### src/rtl/sll_seq.sv
// sll_seq: multi-cycle logical left shifter (SLL/SLLI).
// Applies one stage of a 5-stage logarithmic shift per clock (1, 2, 4, 8, 16)
// behind a start/busy/done handshake. With EARLY_EXIT=1 the sequence stops
// once no higher shift-amount bits remain set.
//
// state | meaning
// IDLE  | waiting for start; operands captured on the accepting edge
// SHIFT | applying stage k to acc each edge
// DONE  | one-cycle done pulse, rd_data valid
module sll_seq #(
  parameter int EARLY_EXIT = 0
) (
  input  logic        clk,
  input  logic        rst,
  input  logic        start,
  input  logic [31:0] rs1_data,
  input  logic [31:0] rs2_data,
  output logic        busy,
  output logic        done,
  output logic [31:0] rd_data
);

  typedef enum logic [1:0] {IDLE, SHIFT, DONE} state_t;

  state_t      state;
  logic [31:0] acc;
  logic [4:0]  amt;
  logic [2:0]  k;

  logic [4:0]  stage_sh;
  logic        amt_bit;
  logic        hi_clear;
  logic        last_stage;
  logic [31:0] stage_val;

  // Upper shift-amount bits are architecturally ignored.
  logic unused_rs2;
  assign unused_rs2 = ^rs2_data[31:5];

  // Result of the current stage and whether it is the final one.
  always_comb begin
    stage_sh   = 5'd1 << k;
    amt_bit    = |(amt & (5'd1 << k));
    stage_val  = amt_bit ? (acc << stage_sh) : acc;
    hi_clear   = (((amt >> k) >> 1) == 5'd0);
    last_stage = (k == 3'd4) || ((EARLY_EXIT != 0) && hi_clear);
  end

  // Sequencer: operand capture, per-stage shift, registered handshake outputs.
  always_ff @(posedge clk or posedge rst) begin
    if (rst) begin
      state   <= IDLE;
      acc     <= 32'd0;
      amt     <= 5'd0;
      k       <= 3'd0;
      busy    <= 1'b0;
      done    <= 1'b0;
      rd_data <= 32'd0;
    end else begin
      case (state)
        IDLE: begin
          done <= 1'b0;
          if (start) begin
            acc   <= rs1_data;
            amt   <= rs2_data[4:0];
            k     <= 3'd0;
            busy  <= 1'b1;
            state <= SHIFT;
          end
        end
        SHIFT: begin
          acc <= stage_val;
          if (last_stage) begin
            rd_data <= stage_val;
            done    <= 1'b1;
            state   <= DONE;
          end else begin
            k <= k + 3'd1;
          end
        end
        DONE: begin
          done  <= 1'b0;
          busy  <= 1'b0;
          state <= IDLE;
        end
        default: begin
          done  <= 1'b0;
          busy  <= 1'b0;
          state <= IDLE;
        end
      endcase
    end
  end

endmodule
### config.mk
export PLATFORM = sky130hd
export DESIGN_NAME = sll_seq
export DESIGN_NICKNAME = d
export VERILOG_FILES = /design/src/rtl/sll_seq.sv
export SDC_FILE = /design/constraint.sdc
export NUM_CORES = 1
export LEC_CHECK = 0
export CAP_MARGIN = 15
export CORE_MARGIN = 5
export CORE_UTILIZATION = 55
export CTS_BUF_LIST = sky130_fd_sc_hd__clkbuf_2
export DETAILED_ROUTE_END_ITERATION = 10
export PLACE_DENSITY = 0.87
export SYNTH_ARGS = -nofsm -noshare
export SYNTH_HDL_FRONTEND = slang
export SYNTH_SLANG_ARGS = --single-unit
### constraint.sdc
create_clock -name clk -period 3.65 [get_ports clk]
set_clock_uncertainty 0.1 [all_clocks]
set_input_delay 0.73 -clock clk [delete_from_list [all_inputs] [get_ports clk]]
set_output_delay 0.73 -clock clk [all_outputs]
set_load 0.005 [all_outputs]
==> flow_metrics.py, run 1 <==
metrics = {
    "setup_path": {
        "r2r_end": "acc[18]",
        "required_ps": 4060,
        "worstSetupEndpointType": "flip-flop",
        "r2r_cells": 9,
        "r2r-start": "k[0]",
        "start_kind": "flip-flop",
        "worstPathArrival_ps": 3640,
        "worst-setup-path-type": "flip-flop to flip-flop",
        "reg2reg_slack_ps": 420,
        "crit_fanout": 25,
    },
    "routing": {
        "routedWlPerCell_um": 26.1,
        "vias": 6011,
        "avgViaCountPerCell": 7.10,
        "ant_nets": 0,
        "drt_iter0_drc": 801,
        "drcViolationCount": 0,
        "first_pass_iters": 7,
        "wirelength_um": 22100,
    },
    "timing": {
        "slew_headroom_pct": 46.4,
        "timing.final.ws_setup_ps": 421,
        "rsz0062_at_grt": "no",
        "worst_slew_pin_slew_ps": 803,
        "fmax_mhz": 310,
        "slew_violations": 0,
        "setup_viol": 0,
        "period_share_pct": 88.5,
        "setup_tns_ps": 0,
        "fin_crit_ps": 3230,
        "hold_viol": 0,
    },
    "synth": {
        "synth.avg_cell_area_um2": 8.52,
        "yosysMostFrequentCell": "nand2_1",
        "synth_area_leaders": "dfrtp_1, nand2_1, mux2i_1, mux4_2, nor2_1",
        "synth_cells": 650,
        "async_reset_ff_share_pct": 100,
        "synthDistinctLibCells": 63,
        "synth_area_leader_cell": "dfrtp_1",
        "yosys-top-cells-count": "nand2_1, dfrtp_1, nor2_1, o21ai_0, clkbuf_1",
        "synth_nets": 722,
        "synthFlopType": "dfrtp_1",
        "synth_top_cell_area_share_pct": 34.4,
        "synth-seq-cells": 76,
        "syn_area_mm2": 0.00554,
        "synth_edf_count": 0,
        "ys_seq_area_share_pct": 34.4,
        "yosysWarnings": 0,
    },
    "power": {
        "combPwrFrac_pct": 68.8,
        "p_leak_uw": 0.00273,
        "swShare_pct": 53.0,
        "p_clk_share_pct": 6.9,
        "p_int_uw": 3520,
        "ir_worst_vdd_mv": 0.862,
        "p_seq_share_pct": 24.3,
        "power_density_mw_per_mm2": 1140,
        "switching_power_uw": 3960,
    },
    "die": {
        "core-area_mm2": 0.00977,
        "rows": 36,
        "die_w_um": 110,
        "die_area_mm2": 0.0122,
        "ios": 101,
        "start_util_pct": 56.6,
        "die_h_um": 110,
    },
    "grt": {
        "grt_pass1_wl_um": 33900,
        "grt_pass1_vias": 5818,
        "grt_overflow": 0,
        "grt_antenna_before_repair": 0,
        "grt_start_max_net_pins": 39,
        "grt.total_usage_pct": 37.8,
    },
    "placed_design": {
        "place_inst": 831,
        "dpl.hpwl_um": 16300,
        "portBuffers": 73,
        "gp_congestion": 1.11,
        "pre_cts_slack_ps": 592,
    },
    "clock_tree": {
        "cts_root_buf": "clkbuf_2",
        "clockBufferDepth": 2,
        "clkLatencyLatePin_ps": 600,
        "cts.sinks": 76,
        "cts-resized-gates": 0,
        "clkTransAtPathRegs_ps": 260,
        "cts_made_buffers": 9,
        "post_cts_buffers": 0,
        "htreeDepth": 3,
        "cts_hold_buffers": 0,
        "cts_tree": "done",
    },
    "layout": {
        "fillers": 802,
        "antennaDiodeCount": 0,
        "final_cell_count_no_fill": 847,
        "fin_nets": 781,
        "area_delta_synth_final_pct": 18.2,
        "drive_gt1_share_pct": 13.0,
    },
    "run": {
        "maxCapViolCount": 0,
    },
    "hold_path": {
        "hp-class": "input pin to asynchronous set/reset pin",
    },
    "outcome": {
        "status": "complete, no violations",
    },
}
through the flow:
step	cell area [um2]	hold WS (ps)	total power (uW)	utilization [%]
after floorplan	5540	363	4860	-
after global placement	6420	350	6650	65.7
after detailed placement	6420	356	6710	65.7
after CTS	6540	364	7220	66.9
after global routing	6540	398	7820	66.9
final	6540	341	7480	66.9
cell type report:
class | count | area (um2) | area share (%)
Clock buffer | 9 | 45.0 | 0.688
Sequential cell | 76 | 1900 | 29.1
Clock inverter | 7 | 72.6 | 1.11
Inverter | 14 | 52.6 | 0.803
Timing Repair Buffer | 110 | 1030 | 15.8
Multi-Input combinational cell | 498 | 3270 | 50.0
Tap cell | 133 | 166 | 2.54
cells in the final DEF (no fill, tap or decap), types with 23 or more instances in the layout:
cell and n:
a21oi_1 29, o21ai_0 39, buf_4 35, clkdlybuf4s50_1 73
dfrtp_1 76, a22oi_1 23, nand2_1 94, mux2i_1 26
nand3_1 25, nor2_1 54
worst max path at each step:
stage	start	slack, ps	end
after detailed placement	k[0]	590	rd_data[25]
after global placement	k[0]	640	rd_data[29]
after floorplan	rst	880	acc[0]
final	k[0]	420	acc[18]
after global routing	k[0]	310	acc[29]
after CTS	k[0]	560	rd_data[21]
worst max-delay path, stage by stage, from the launching register on:
cell	delay (ps)
dfrtp_1	450
inv_1	140
ha_2	530
buf_4	400
o21bai_1	330
nand2_1	230
o21a_1	210
a2bb2oi_1	450
o211a_1	230
o21ai_0	70
flip-flops by register name, summed over array words and instances, names as in the netlist:
name	cells
acc	32
amt	5
busy	1
done	1
k	3
rd_data	32
state	2
power groups by stage:
stage | Sequential (uW) | Combinational [uW] | Clock [uW]
CTS | 1770 | 4940 | 510
global placement | 1780 | 4870 | 0
floorplan | 1500 | 3360 | 0
detailed placement | 1800 | 4910 | 0
global route | 1850 | 5420 | 550
finish | 1820 | 5140 | 515
cell families (layout without fill, tap and decap cells):
logic type	Yosys count	in the layout	share of synthesized area, %
buf+inv	76	140	6.62
mux	51	51	11.6
flops	76	76	34.4
fa+ha+maj	5	5	1.13
compound gates	207	207	26.1
simple gates	235	235	20.2
metal layers:
metal / GRT usage, % / routed length [um]
met1: 50.0 / 8340
met2: 56.3 / 9620
met3: 10.8 / 2990
met4: 19.6 / 1170
met5: 0 / 0
Note: power is estimated with default switching activity, not from simulation.
==> inputs of run 2 (changes only) <==
--- a/config.mk
+++ b/config.mk
@@ -11,6 +11,7 @@
 export CTS_BUF_LIST = sky130_fd_sc_hd__clkbuf_2
 export DETAILED_ROUTE_END_ITERATION = 10
 export PLACE_DENSITY = 0.87
+export SKIP_CTS_REPAIR_TIMING = 1
 export SYNTH_ARGS = -nofsm -noshare
 export SYNTH_HDL_FRONTEND = slang
 export SYNTH_SLANG_ARGS = --single-unit
==> constraint.sdc (replaced) <==
create_clock -name clk -period 3.3 [get_ports clk]
set_clock_uncertainty 0.1 [all_clocks]
set_input_delay 0.66 -clock clk [delete_from_list [all_inputs] [get_ports clk]]
set_output_delay 0.66 -clock clk [all_outputs]
set_load 0.005 [all_outputs]
==> flow_metrics.py, run 2 (same netlist as run 1, synthesis figures left out) <==
metrics = {
    "power": {
        "swShare_pct": 51.9,
        "combPwrFrac_pct": 69.6,
        "p_seq_share_pct": 23.9,
        "ir_worst_vdd_mv": 0.840,
        "p_clk_share_pct": 6.5,
        "power_density_mw_per_mm2": 1260,
        "p_leak_uw": 0.00280,
        "p_int_uw": 4020,
        "switching_power_uw": 4340,
    },
    "routing": {
        "wirelength_um": 22000,
        "routedWlPerCell_um": 25.5,
        "avgViaCountPerCell": 7.11,
        "drcViolationCount": 0,
        "drt_iter0_drc": 1053,
        "vias": 6120,
        "first_pass_iters": 8,
        "ant_nets": 0,
    },
    "setup_path": {
        "crit_slowest_cell": "a221oi_1",
        "slowest_delay_ps": 700,
        "worstSetupEndpointType": "flip-flop",
        "start_kind": "flip-flop",
        "required_ps": 3730,
        "crit_fanout": 18,
        "worst-setup-path-type": "flip-flop to flip-flop",
        "cp_cell_sequence": "inv_1 -> ha_2 -> a22oi_1 -> a221oi_1 -> and2_1 -> a32oi_1 -> and3_1 -> a21oi_1",
        "worstPathArrival_ps": 3570,
    },
    "run": {
        "maxCapViolCount": 0,
    },
    "clock_tree": {
        "clkLatencyLatePin_ps": 580,
        "cts_root_buf": "clkbuf_2",
        "clockBufferDepth": 2,
        "clkTransAtPathRegs_ps": 230,
        "cts_made_buffers": 9,
        "cts_tree": "done",
        "cts.sinks": 76,
        "htreeDepth": 3,
    },
    "layout": {
        "fin_nets": 795,
        "mostFrequentLayoutCells": "nand2_1, dfrtp_1, clkdlybuf4s50_1",
        "final_common_cell": "nand2_1",
        "drive_gt1_share_pct": 14.8,
        "fillers": 810,
        "antennaDiodeCount": 0,
        "reg.largest.list": "acc: 32 flops, rd_data: 32 flops, amt: 5 flops",
        "area_delta_synth_final_pct": 20.2,
    },
    "timing": {
        "timing.final.ws_setup_ps": 163,
        "fmax_mhz": 319,
        "rsz0062_at_grt": "no",
        "setup_tns_ps": 0,
        "slew_violations": 0,
        "period_share_pct": 95.1,
        "hold_viol": 0,
        "slew_headroom_pct": 49.8,
        "fin_crit_ps": 3140,
        "hold_ws_ps": 362,
        "setup_viol": 0,
        "worst_slew_pin_slew_ps": 753,
    },
    "placed_design": {
        "pre_cts_slack_ps": 291,
        "dpl.hpwl_um": 16400,
        "portBuffers": 73,
        "gp_congestion": 1.18,
    },
    "grt": {
        "grt.total_usage_pct": 37.1,
        "grt_antenna_before_repair": 0,
        "grt_pass1_vias": 6015,
        "grt_pass1_wl_um": 33500,
        "grt_overflow": 0,
        "grt_start_max_net_pins": 52,
    },
    "die": {
        "core-area_mm2": 0.00977,
        "rows": 36,
        "ios": 101,
        "die_h_um": 110,
        "die_area_mm2": 0.0122,
        "die_w_um": 110,
        "start_util_pct": 56.6,
    },
    "outcome": {
        "status": "complete, no violations",
    },
    "hold_path": {
        "hp-class": "input pin to asynchronous set/reset pin",
    },
}
[run 2: cell type report]
cell class              count  area, um2  area share (%)
well taps                 133        166            2.50
repair buffers            124       1150            17.3
multi-input cells         498       3270            49.1
inverters                  14       52.6           0.789
flip-flops and latches     76       1900            28.6
clock inverters             6       63.8           0.958
clock buffers              10       50.0           0.752
[run 2: power groups by stage]
stage                     clock [uW]  sequential [uW]  combinational, uW
final                            541             2000               5820
after global routing             573             2040               6120
after CTS                        542             1960               5620
after detailed placement           0             1980               5590
after global placement             0             1950               5500
after floorplan                    0             1660               3720
[run 2: final timing paths]
| check | start | end | slack [ps] | cells after the start |
|---|---|---|---|---|
| worst max-delay path | k[0] | acc[28] | 160 | 8 |
| worst min-delay path | rst | rd_data[27] | 360 | 2 |
| worst max register to register | k[0] | acc[28] | 160 | 8 |
| worst min register to register | rd_data[12] | rd_data[12] | 400 | 2 |
| max in group asynchronous | rst | acc[22] | 1980 | 3 |
| min in group clk | rd_data[12] | rd_data[12] | 400 | 2 |
[run 2: metal layers]
layer	vias up	GRT usage, %	wire (um)	share of wire, %
met3	110	13.5	3000	14
met5	-	0	0	0
li1	2569	-	-	-
met4	0	17.9	1120	5.1
met2	517	55.2	9610	44
met1	2924	48.0	8230	37
[run 2: worst max-delay path: cells and delay by family (launching register included)]
family	cells	cell delay, ps
AO/OA/AOI/OAI	4	1280
AND/OR/NAND/NOR	2	620
adder cells (fa/ha/maj)	1	490
flip-flops	1	470
buffers and inverters	1	130
[run 2: per-stage QoR]
step | utilization (%) | instance area, um2 | total power, uW | std cells
floorplan | - | 5540 | 5370 | 650
global placement | 66.9 | 6540 | 7460 | 845
detailed placement | 66.9 | 6540 | 7570 | 845
CTS | 68.1 | 6660 | 8120 | 861
global route | 68.1 | 6660 | 8730 | 861
finish | 68.1 | 6660 | 8360 | 861
==> inputs of run 3 (changes only) <==
==> constraint.sdc (replaced) <==
create_clock -name clk -period 3.3 [get_ports clk]
set_clock_uncertainty 0.1 [all_clocks]
set_input_delay 0.99 -clock clk [delete_from_list [all_inputs] [get_ports clk]]
set_output_delay 0.99 -clock clk [all_outputs]
set_load 0.005 [all_outputs]
==> flow_metrics.py, run 3 (same netlist as run 1, synthesis figures left out) <==
metrics = {
    "layout": {
        "seq_area_mm2": 0.00190,
        "reg.largest.list": "acc: 32 flops, rd_data: 32 flops, amt: 5 flops",
        "mostFrequentLayoutCells": "nand2_1, dfrtp_1, clkdlybuf4s50_1",
        "fillers": 848,
        "antennaDiodeCount": 0,
        "drive_gt1_share_pct": 15.4,
        "final_area_mm2": 0.00667,
        "final_common_cell": "nand2_1",
        "final_cell_count_no_fill": 866,
        "multi_input_area_mm2": 0.00328,
        "fin_nets": 800,
        "area_delta_synth_final_pct": 20.5,
    },
    "power": {
        "ir_worst_vdd_mv": 0.707,
        "swShare_pct": 52.0,
        "p_clk_share_pct": 6.2,
        "p_seq_share_pct": 23.9,
        "p_int_uw": 4040,
        "post-layout-total-power_uw": 8430,
        "combPwrFrac_pct": 69.9,
        "p_leak_uw": 0.00282,
        "switching_power_uw": 4390,
        "power_density_mw_per_mm2": 1260,
    },
    "hold_path": {
        "hp-class": "flip-flop to flip-flop",
        "hold_depth": 2,
    },
    "timing": {
        "rsz0062_at_grt": "no",
        "worst_slew_pin_slew_ps": 654,
        "fmax_mhz": 324,
        "setup_viol": 0,
        "slew_headroom_pct": 56.4,
        "hold_viol": 0,
        "slew_violations": 0,
        "hold_ws_ps": 394,
        "fin_crit_ps": 3080,
        "period_share_pct": 93.5,
        "setup_tns_ps": 0,
    },
    "setup_path": {
        "required_ps": 3670,
        "r2r_cells": 10,
        "worstSetupEndpointType": "flip-flop",
        "start_kind": "flip-flop",
        "worstPathArrival_ps": 3460,
        "worst-setup-path-type": "flip-flop to flip-flop",
        "crit_fanout": 18,
    },
    "clock_tree": {
        "clkTransAtPathRegs_ps": 190,
        "htreeDepth": 3,
        "clockBufferDepth": 2,
        "cts_root_buf": "clkbuf_2",
        "cts.sinks": 76,
        "cts_made_buffers": 9,
        "clkLatencyLatePin_ps": 580,
        "cts_tree": "done",
    },
    "outcome": {
        "status": "complete, no violations",
    },
    "placed_design": {
        "place_area_mm2": 0.00656,
        "gp_congestion": 1.17,
        "place_inst": 850,
        "dpl.hpwl_um": 16600,
        "portBuffers": 73,
    },
    "routing": {
        "avgViaCountPerCell": 7.10,
        "wirelength_um": 22300,
        "drcViolationCount": 0,
        "ant_nets": 0,
        "first_pass_iters": 9,
        "routedWlPerCell_um": 25.8,
        "drt_iter0_drc": 1091,
        "vias": 6149,
    },
    "die": {
        "ios": 101,
        "die_area_mm2": 0.0122,
        "core-area_mm2": 0.00977,
        "rows": 36,
        "die_h_um": 110,
        "die_w_um": 110,
        "start_util_pct": 56.6,
    },
    "grt": {
        "grt_start_max_net_pins": 56,
        "grt.total_usage_pct": 37.9,
        "grt_overflow": 0,
        "grt_pass1_wl_um": 34100,
        "grt_pass1_vias": 6055,
        "grt_antenna_before_repair": 0,
    },
    "run": {
        "maxCapViolCount": 0,
    },
}
==> run 3: area by class of cell <==
class                   instances  share of cell area (%)
repair buffers                129                    17.4
inverters                      14                   0.788
well taps                     133                    2.50
clock inverters                 5                   0.788
clock buffers                  11                   0.826
flip-flops and latches         76                    28.5
multi-input cells             498                    49.1
==> run 3: worst max-delay path: stages (launching register included) <==
cell and delay, ps:
dfrtp_1 440, inv_1 120, ha_2 450, buf_4 340, or3_1 200, a21oi_1 140, nor4_1 620, a32o_1 230
a211oi_1 70, buf_4 160, o21ai_1 110
==> run 3: final timing paths <==
| kind | start | endpoint | slack (ps) |
|---|---|---|---|
| setup / recovery | k[0] | acc[23] | 220 |
| hold / removal | rd_data[11] | rd_data[11] | 390 |
| setup reg to reg | k[0] | acc[23] | 220 |
| hold reg to reg | rd_data[11] | rd_data[11] | 390 |
| max in group asynchronous | rst | acc[12] | 1750 |
| min in group asynchronous | rst | rd_data[28] | 650 |
==> run 3: routing by layer <==
metal	vias up	track usage (%)	wire length (um)
met5	-	0	0
met1	2908	48.9	8110
met2	535	57.6	9800
met4	0	21.1	1280
li1	2590	-	-
met3	116	10.3	3150
==> run 3: power by group through the flow <==
stage / logic, uW / registers [uW] / clock network [uW]
after floorplan: 3720 / 1660 / 0
after global placement: 5530 / 1970 / 0
after detailed placement: 5630 / 1980 / 0
after CTS: 5670 / 1960 / 528
after global routing: 6210 / 2050 / 561
final: 5900 / 2010 / 520
==> run 3: per-stage QoR <==
step / setup WS (ps) / util, %
after detailed placement: 173 / 67.1
after CTS: 155 / 68.2
final: 216 / 68.2
after floorplan: 272 / -
after global routing: 53.6 / 68.2
after global placement: 301 / 67.1
